===== src/rtl/spi_cmd_rx_pkg.sv =====
// Shared constants, types and helpers for the SPI command receive path.
// Field offsets describe the default two-byte command frame for the decoder.
package spi_cmd_rx_pkg;

  localparam int SPI_BYTE_W      = 8;
  localparam int NBYTES_DEF      = 2;
  localparam int DEPTH_DEF       = 4;
  localparam int SYNC_STAGES_DEF = 2;

  localparam int OPCODE_MSB = 15;
  localparam int OPCODE_LSB = 12;
  localparam int X_MSB      = 11;
  localparam int X_LSB      = 8;
  localparam int Y_MSB      = 7;
  localparam int Y_LSB      = 4;
  localparam int COLOUR_MSB = 3;
  localparam int COLOUR_LSB = 0;

  typedef enum logic [0:0] {
    RX_IDLE   = 1'b0,
    RX_ACTIVE = 1'b1
  } rx_state_t;

  typedef struct packed {
    logic [3:0] opcode;
    logic [3:0] x;
    logic [3:0] y;
    logic [3:0] colour;
  } cmd_frame_t;

  // A frame is committed only when it ends exactly on a byte boundary with NBYTES bytes.
  function automatic logic frame_len_ok(input int unsigned byte_cnt,
                                        input int unsigned bit_cnt,
                                        input int unsigned nbytes);
    return (byte_cnt == nbytes) && (bit_cnt == 32'd0);
  endfunction

endpackage


===== src/rtl/spi_cmd_rx_if.sv =====
// Command stream and status bundle between the SPI receiver and the command decoder.
interface spi_cmd_rx_if import spi_cmd_rx_pkg::*; #(
  parameter int NBYTES = NBYTES_DEF,
  parameter int DEPTH  = DEPTH_DEF
) ();

  logic [SPI_BYTE_W*NBYTES-1:0] out_data;
  logic                         out_valid;
  logic                         out_ready;
  logic [$clog2(DEPTH+1)-1:0]   fifo_count;
  logic                         frame_err;
  logic                         overflow;

  modport master (
    output out_data,
    output out_valid,
    input  out_ready,
    output fifo_count,
    output frame_err,
    output overflow
  );

  modport slave (
    input  out_data,
    input  out_valid,
    output out_ready,
    input  fifo_count,
    input  frame_err,
    input  overflow
  );

endinterface


===== src/rtl/spi_cmd_rx_fifo.sv =====
// First-word-fall-through command FIFO; a push into a full FIFO succeeds when a pop
// happens in the same cycle because the pop frees the slot first.
module spi_cmd_fifo #(
  parameter int WIDTH = 16,
  parameter int DEPTH = 4
) (
  input  logic                       clk,
  input  logic                       reset,
  input  logic                       push,
  input  logic [WIDTH-1:0]           wdata,
  input  logic                       ready,
  output logic                       valid,
  output logic [WIDTH-1:0]           rdata,
  output logic                       full,
  output logic [$clog2(DEPTH+1)-1:0] count
);

  localparam int AW = $clog2(DEPTH);
  localparam int CW = $clog2(DEPTH + 1);

  logic [WIDTH-1:0] mem_r [DEPTH];
  logic [AW-1:0]    wr_ptr_r;
  logic [AW-1:0]    rd_ptr_r;
  logic [CW-1:0]    count_r;
  logic             empty_s;
  logic             full_s;
  logic             pop_s;
  logic             push_s;

  assign empty_s = (count_r == '0);
  assign full_s  = (count_r == CW'(DEPTH));
  assign pop_s   = ready & ~empty_s;
  assign push_s  = push & (~full_s | pop_s);

  // Storage, pointers and occupancy.
  always_ff @(posedge clk or negedge reset) begin
    if (!reset) begin
      for (int i = 0; i < DEPTH; i++) begin
        mem_r[i] <= '0;
      end
      wr_ptr_r <= '0;
      rd_ptr_r <= '0;
      count_r  <= '0;
    end else begin
      if (push_s) begin
        mem_r[wr_ptr_r] <= wdata;
        wr_ptr_r        <= wr_ptr_r + AW'(1);
      end
      if (pop_s) begin
        rd_ptr_r <= rd_ptr_r + AW'(1);
      end
      case ({push_s, pop_s})
        2'b10:   count_r <= count_r + CW'(1);
        2'b01:   count_r <= count_r - CW'(1);
        default: count_r <= count_r;
      endcase
    end
  end

  assign valid = ~empty_s;
  assign rdata = empty_s ? '0 : mem_r[rd_ptr_r];
  assign full  = full_s;
  assign count = count_r;

endmodule


===== src/rtl/spi_cmd_rx.sv =====
// SPI mode-0 slave command receiver: synchronises sck/sdi/cs, assembles NBYTES-byte
// frames MSB-first, checks length at cs release and queues good frames in a FIFO.
module spi_cmd_rx import spi_cmd_rx_pkg::*; #(
  parameter int NBYTES      = NBYTES_DEF,
  parameter int DEPTH       = DEPTH_DEF,
  parameter int SYNC_STAGES = SYNC_STAGES_DEF
) (
  input  logic         clk,
  input  logic         reset,
  input  logic         sck,
  input  logic         sdi,
  input  logic         cs,
  spi_cmd_rx_if.master cmd
);

  localparam int FW  = SPI_BYTE_W * NBYTES;
  localparam int BCW = $clog2(NBYTES + 2);
  localparam int CW  = $clog2(DEPTH + 1);

  logic [SYNC_STAGES-1:0] sck_sync_r;
  logic [SYNC_STAGES-1:0] sdi_sync_r;
  logic [SYNC_STAGES-1:0] cs_sync_r;
  logic                   sck_d_r;
  logic                   cs_d_r;
  logic                   sck_rise_r;
  logic                   cs_rise_r;
  logic                   cs_fall_r;
  logic                   sdi_bit_r;

  rx_state_t              state_r;
  rx_state_t              state_nx;
  logic [2:0]             bit_cnt_r;
  logic [2:0]             bit_cnt_nx;
  logic [BCW-1:0]         byte_cnt_r;
  logic [BCW-1:0]         byte_cnt_nx;
  logic [FW-1:0]          shift_r;
  logic [FW-1:0]          shift_nx;
  logic                   commit_nx;
  logic                   err_nx;

  logic                   commit_r;
  logic [FW-1:0]          frame_r;
  logic                   frame_err_r;
  logic                   overflow_r;

  logic                   fifo_valid_s;
  logic [FW-1:0]          fifo_data_s;
  logic                   fifo_full_s;
  logic [CW-1:0]          fifo_count_s;
  logic                   pop_s;

  // Input synchronisers, previous-cycle copies and registered edge events.
  always_ff @(posedge clk or negedge reset) begin
    if (!reset) begin
      sck_sync_r <= '0;
      sdi_sync_r <= '0;
      cs_sync_r  <= '1;
      sck_d_r    <= 1'b0;
      cs_d_r     <= 1'b1;
      sck_rise_r <= 1'b0;
      cs_rise_r  <= 1'b0;
      cs_fall_r  <= 1'b0;
      sdi_bit_r  <= 1'b0;
    end else begin
      sck_sync_r <= {sck_sync_r[SYNC_STAGES-2:0], sck};
      sdi_sync_r <= {sdi_sync_r[SYNC_STAGES-2:0], sdi};
      cs_sync_r  <= {cs_sync_r[SYNC_STAGES-2:0], cs};
      sck_d_r    <= sck_sync_r[SYNC_STAGES-1];
      cs_d_r     <= cs_sync_r[SYNC_STAGES-1];
      sck_rise_r <= sck_sync_r[SYNC_STAGES-1] & ~sck_d_r;
      cs_rise_r  <= cs_sync_r[SYNC_STAGES-1] & ~cs_d_r;
      cs_fall_r  <= ~cs_sync_r[SYNC_STAGES-1] & cs_d_r;
      sdi_bit_r  <= sdi_sync_r[SYNC_STAGES-1];
    end
  end

  // Receive FSM next state: frame start, bit shifting and length check at cs release.
  always_comb begin
    state_nx    = state_r;
    bit_cnt_nx  = bit_cnt_r;
    byte_cnt_nx = byte_cnt_r;
    shift_nx    = shift_r;
    commit_nx   = 1'b0;
    err_nx      = 1'b0;
    case (state_r)
      RX_IDLE: begin
        if (cs_fall_r) begin
          state_nx    = RX_ACTIVE;
          bit_cnt_nx  = 3'd0;
          byte_cnt_nx = '0;
          shift_nx    = '0;
        end else begin
          state_nx = RX_IDLE;
        end
      end
      RX_ACTIVE: begin
        if (cs_rise_r) begin
          state_nx = RX_IDLE;
          if (frame_len_ok(32'(byte_cnt_r), 32'(bit_cnt_r), NBYTES)) begin
            commit_nx = 1'b1;
          end else begin
            err_nx = 1'b1;
          end
        end else if (sck_rise_r) begin
          shift_nx   = {shift_r[FW-2:0], sdi_bit_r};
          bit_cnt_nx = bit_cnt_r + 3'd1;
          // Saturate one past NBYTES so overlong frames can never alias back to a good length.
          if ((bit_cnt_r == 3'd7) && (byte_cnt_r != BCW'(NBYTES + 1))) begin
            byte_cnt_nx = byte_cnt_r + BCW'(1);
          end else begin
            byte_cnt_nx = byte_cnt_r;
          end
        end else begin
          state_nx = RX_ACTIVE;
        end
      end
      default: begin
        state_nx = RX_IDLE;
      end
    endcase
  end

  // Receive FSM state, counters and shift register.
  always_ff @(posedge clk or negedge reset) begin
    if (!reset) begin
      state_r    <= RX_IDLE;
      bit_cnt_r  <= 3'd0;
      byte_cnt_r <= '0;
      shift_r    <= '0;
    end else begin
      state_r    <= state_nx;
      bit_cnt_r  <= bit_cnt_nx;
      byte_cnt_r <= byte_cnt_nx;
      shift_r    <= shift_nx;
    end
  end

  assign pop_s = fifo_valid_s & cmd.out_ready;

  // Commit staging and one-cycle status pulses.
  always_ff @(posedge clk or negedge reset) begin
    if (!reset) begin
      commit_r    <= 1'b0;
      frame_r     <= '0;
      frame_err_r <= 1'b0;
      overflow_r  <= 1'b0;
    end else begin
      commit_r    <= commit_nx;
      frame_r     <= commit_nx ? shift_r : frame_r;
      frame_err_r <= err_nx;
      overflow_r  <= commit_r & fifo_full_s & ~pop_s;
    end
  end

  spi_cmd_fifo #(
    .WIDTH (FW),
    .DEPTH (DEPTH)
  ) u_fifo (
    .clk   (clk),
    .reset (reset),
    .push  (commit_r),
    .wdata (frame_r),
    .ready (cmd.out_ready),
    .valid (fifo_valid_s),
    .rdata (fifo_data_s),
    .full  (fifo_full_s),
    .count (fifo_count_s)
  );

  assign cmd.out_valid  = fifo_valid_s;
  assign cmd.out_data   = fifo_data_s;
  assign cmd.fifo_count = fifo_count_s;
  assign cmd.frame_err  = frame_err_r;
  assign cmd.overflow   = overflow_r;

endmodule


===== src/flat_wrapper.sv =====
// flat-port wrapper written by rule: the top's interface ports become plain ports
module spi_cmd_rx_flat import spi_cmd_rx_pkg::*;
#(
  parameter int NBYTES      = NBYTES_DEF,
  parameter int DEPTH       = DEPTH_DEF,
  parameter int SYNC_STAGES = SYNC_STAGES_DEF
)
  (clk, reset, sck, sdi, cs, cmd_out_data, cmd_out_valid, cmd_out_ready, cmd_fifo_count, cmd_frame_err, cmd_overflow);
  spi_cmd_rx_if #(.NBYTES(NBYTES), .DEPTH(DEPTH)) cmd_i ();
  input  logic clk;
  input  logic reset;
  input  logic sck;
  input  logic sdi;
  input  logic cs;
  output wire logic [$bits(cmd_i.out_data)-1:0] cmd_out_data;
  output wire logic [$bits(cmd_i.out_valid)-1:0] cmd_out_valid;
  input wire logic [$bits(cmd_i.out_ready)-1:0] cmd_out_ready;
  output wire logic [$bits(cmd_i.fifo_count)-1:0] cmd_fifo_count;
  output wire logic [$bits(cmd_i.frame_err)-1:0] cmd_frame_err;
  output wire logic [$bits(cmd_i.overflow)-1:0] cmd_overflow;
  assign cmd_out_data = cmd_i.out_data;
  assign cmd_out_valid = cmd_i.out_valid;
  assign cmd_i.out_ready = cmd_out_ready;
  assign cmd_fifo_count = cmd_i.fifo_count;
  assign cmd_frame_err = cmd_i.frame_err;
  assign cmd_overflow = cmd_i.overflow;
  spi_cmd_rx #(.NBYTES(NBYTES), .DEPTH(DEPTH), .SYNC_STAGES(SYNC_STAGES)) u_core (.clk(clk), .reset(reset), .sck(sck), .sdi(sdi), .cs(cs), .cmd(cmd_i));
endmodule

===== config.mk =====
export PLATFORM = sky130hd
export DESIGN_NAME = spi_cmd_rx_flat
export DESIGN_NICKNAME = d
export VERILOG_FILES = /design/src/rtl/spi_cmd_rx_pkg.sv /design/src/rtl/spi_cmd_rx_if.sv /design/src/rtl/spi_cmd_rx_fifo.sv /design/src/rtl/spi_cmd_rx.sv /design/src/flat_wrapper.sv
export SDC_FILE = /design/constraint.sdc
export NUM_CORES = 1
export LEC_CHECK = 0
export CELL_PAD_IN_SITES_DETAIL_PLACEMENT = 1
export CELL_PAD_IN_SITES_GLOBAL_PLACEMENT = 1
export CORE_MARGIN = 2
export CORE_UTILIZATION = 54
export CTS_CLUSTER_DIAMETER = 120
export CTS_CLUSTER_SIZE = 20
export DETAILED_ROUTE_END_ITERATION = 10
export PLACE_DENSITY = 0.87
export SLEW_MARGIN = 40
export SYNTH_ARGS = -nofsm -noshare
export SYNTH_HDL_FRONTEND = slang
export SYNTH_SLANG_ARGS = --single-unit

===== constraint.sdc =====
create_clock -name clk -period 4.2 [get_ports clk]
set_clock_uncertainty 0.1 [all_clocks]
set_input_delay 0.84 -clock clk [delete_from_list [all_inputs] [get_ports clk]]
set_output_delay 0.84 -clock clk [all_outputs]
set_load 0.1 [all_outputs]

==> run_results.csv <==
group,metric,value,unit
die,fp.dieW,103,µm
place,dp.cells,523,
setup_path,worstPathMaxFanout,18,
worst_hold_path,hold_start,"u_core.sdi_sync_r[1]",
setup_path,crit_start,"u_core.u_fifo.rd_ptr_r[0]",
detailed_routing,wl_per_cell,22.0,µm
yosys,synthArstFlopShare,1.00,
yosys,syn_area,5300,µm²
die,dieArea,10600,µm²
cts,ctsResizeCount,0,
setup_path,cp.required,3.26,ns
place,dpl.hpwl,6.98,mm
sta,finalMaxSlewViolations,0,
detailed_routing,via_count,3174,
cts,clk_path_buf_depth,2,
setup_path,crit_top_cell,"buf_4",
sta,relSlewSlack,0.526,
die,rows,36,
setup_path,cp-start-kind,"register",
worst_hold_path,worst_hold_path_type,"register to register",
yosys,synth.largest_area_cell,"dfrtp_1",
yosys,synth_commonest_cells,"dfrtp_1 (121), mux2_2 (81), nand2_1 (25)",
cts,clk_pin_slew_worst_paths,0.06,ns
grt,grt_max_degree,91,
final_layout,seqCellArea,3110,µm²
yosys,synth_top_area_frac,0.571,
final_layout,syn_to_final_growth,17.3,%
cts,tritoncts,"built",
setup_path,max_stage_delay,0.59,ns
cts,postCtsHoldBufs,0,
yosys,synth_edf_count,0,
final_layout,diodes,0,
detailed_routing,drc_errors,0,
grt,grt_pass1_vias,3577,
die,die_h,103,µm
sta,fin_tns_setup,0,ns
grt,use_met3,0.0725,
sta,final-setup-viol-count,0,
setup_path,crit_path_top_delay_cell,"mux4_2",
final_layout,drive_above_1_share,0.408,
die,io_pins,28,
die,start_util,0.550,
sta,period_share,0.750,
detailed_routing,dr.first_iter.drc_count,149,
setup_path,r2r_start,"u_core.u_fifo.count[0]",
flow_run,drv_cap,0,
sta,clock.fmax,318,MHz
grt,antenna_found_initial,0,
sta,final_hold_viol_count,0,
setup_path,endpoint_kind,"primary output",
grt,grt_overflow,0,
sta,holdWs,0.247,ns
cts,clkSinkCount,124,
yosys,synth_fp_nets,390,
yosys,synth-seq-cells,124,
yosys,synth_cell_type_count,29,
power_and_ir_drop,pwr_density_cell,440,nW/µm²
outcome,status,"completed",
grt,grt_pass1_wl,20.0,mm
cts,cts_buffers,17,
cts,cts_setup_buffers,0,
final_layout,fin_nets,426,
final_layout,fin_util,0.645,
yosys,synthFlopType,"dfrtp_1",
power_and_ir_drop,p_leak,2.94,nW
place,io_buffers,27,
sta,rsz0062_at_grt,"false",
die,core_area,9640,µm²
yosys,synth-seq-area-share,0.586,
yosys,netlist_instances,373,
grt,grt_use_met1,0.313,
final_layout,multiInputGateArea,2050,µm²
grt,track_usage,0.261,
cts,htreeDepth,4,
setup_path,worstPathArrival,2.21,ns
yosys,synthTopCellsByArea,"dfrtp_1 (57%), mux2_2 (17%), mux4_2 (6.8%)",
sta,finalCriticalPeriod,3.15,ns
detailed_routing,firstDrtPassIters,4,
detailed_routing,vias_per_cell,5.72,
cts,worstSkewPairLatency,0.52,ns
grt,gr-usage-met2,0.444,
yosys,yosys_warnings,0,
place,finalWeightedCongestion,0.749,
grt,busiest_layer,"met2",
final_layout,fin_cells,555,
setup_path,rr_worst_depth,8,
yosys,synth.avg_cell_area,14.2,µm²
detailed_routing,drt_wl_total,12.2,mm
cts,root_buffer,"clkbuf_8",
setup_path,cp_cell_sequence,"buf_4, mux4_2, and2_1, buf_4",
yosys,synthMostInstantiatedCell,"dfrtp_1",
setup_path,worstSetupPathType,"register to primary output",
sta,worst-slew-pin-transition,0.711,ns
final_layout,nFillCells,929,
worst_hold_path,hold_path_depth,0,
power_and_ir_drop,vdd_drop_max,321,µV
detailed_routing,ant_nets,0,
registers in the layout (all words and copies together) (netlist names):
name and count:
u_core.cs_rise_r 1, u_core.sdi_bit_r 1, u_core.cmd.overflow 1, u_core.cs_d_r 1, u_core.state_r 1, u_core.commit_r 1, u_core.cmd.frame_err 1, u_core.u_fifo.wr_ptr_r 2
u_core.bit_cnt_r 3, u_core.sck_sync_r 2, u_core.sck_d_r 1, u_core.byte_cnt_r 2, u_core.u_fifo.rd_ptr_r 2, u_core.sdi_sync_r 2, u_core.u_fifo.mem_r 64, u_core.u_fifo.count 3
u_core.shift_r 16, u_core.cs_fall_r 1, u_core.cs_sync_r 2, u_core.sck_rise_r 1, u_core.frame_r 16
cells by family (layout without fill, tap and decap cells):
group                    after synthesis  count (layout)  synth area share
XOR/XNOR                               6               6           0.00991
AO/OA/AOI/OAI                         22              22            0.0215
adder cells (fa/ha/maj)               11              11            0.0274
buffers and inverters                 28              77            0.0274
flip-flops                           124             124             0.586
multiplexers                          98              98             0.242
AND/OR/NAND/NOR                       84              84            0.0859
stage by stage:
step / setup WS (ns) / cell area (µm²) / power, mW
3_5_place_dp: 0.830 / 5630 / 1.35
6_report: 1.05 / 6220 / 2.73
3_3_place_gp: 1.04 / 5650 / 1.35
5_1_grt: 0.945 / 6220 / 2.83
2_1_floorplan: 0.473 / 5300 / 1.30
4_1_cts: 0.874 / 6210 / 2.76
critical path: cells and delay by family, from the launching register on:
kind,cells,cell delay [ns]
buffers and inverters,2,0.59
multiplexers,1,0.59
flip-flops,1,0.32
AND/OR/NAND/NOR,1,0.19
report_power, final:
group	leakage, nW	switching [mW]	internal (mW)
registers	1.70	0.0288	1.22
logic	0.969	0.0648	0.0255
clock network	0.270	0.520	0.876
cells in the final DEF, fill, tap and decap left out, types with 2 or more instances in the layout:
cell	count
buf_4	26
clkdlybuf4s50_1	4
mux4_2	16
nand3_1	22
mux2_2	81
clkinvlp_4	6
xor2_1	3
clkbuf_8	8
nor2b_1	4
clkinv_2	2
ha_1	10
dfrtp_2	2
xnor2_1	3
and2_1	19
nor2_2	4
nand2_1	25
buf_2	5
nand3b_1	2
o21ai_0	21
dfrtp_1	119
clkbuf_16	16
nand2b_1	3
inv_1	9
dfstp_2	3
per-layer routing:
metal	vias to the layer above	routed length, µm
met4	0	298
met2	83	6430
met1	1682	5040
met5	-	0
li1	1383	-
met3	26	412
final timing paths:
path	to	slack, ns
setup / recovery	cmd_out_data[4]	1.05
hold / removal	u_core.sdi_bit_r	0.25
setup reg to reg	u_core.u_fifo.count[2]	1.54
hold reg to reg	u_core.sdi_bit_r	0.25
max in group asynchronous	u_core.u_fifo.rd_ptr_r[1]	2.91
min in group asynchronous	u_core.u_fifo.mem_r[47]	0.27
area by class of cell:
class | instances | share of cell area
clock buffer | 23 | 0.0799
clock inverter | 9 | 0.0137
inverter | 9 | 0.00543
multi-input combinational | 221 | 0.330
sequential | 124 | 0.500
tap | 133 | 0.0268
timing repair buffer | 36 | 0.0441
(Power assumes the default switching activity.)
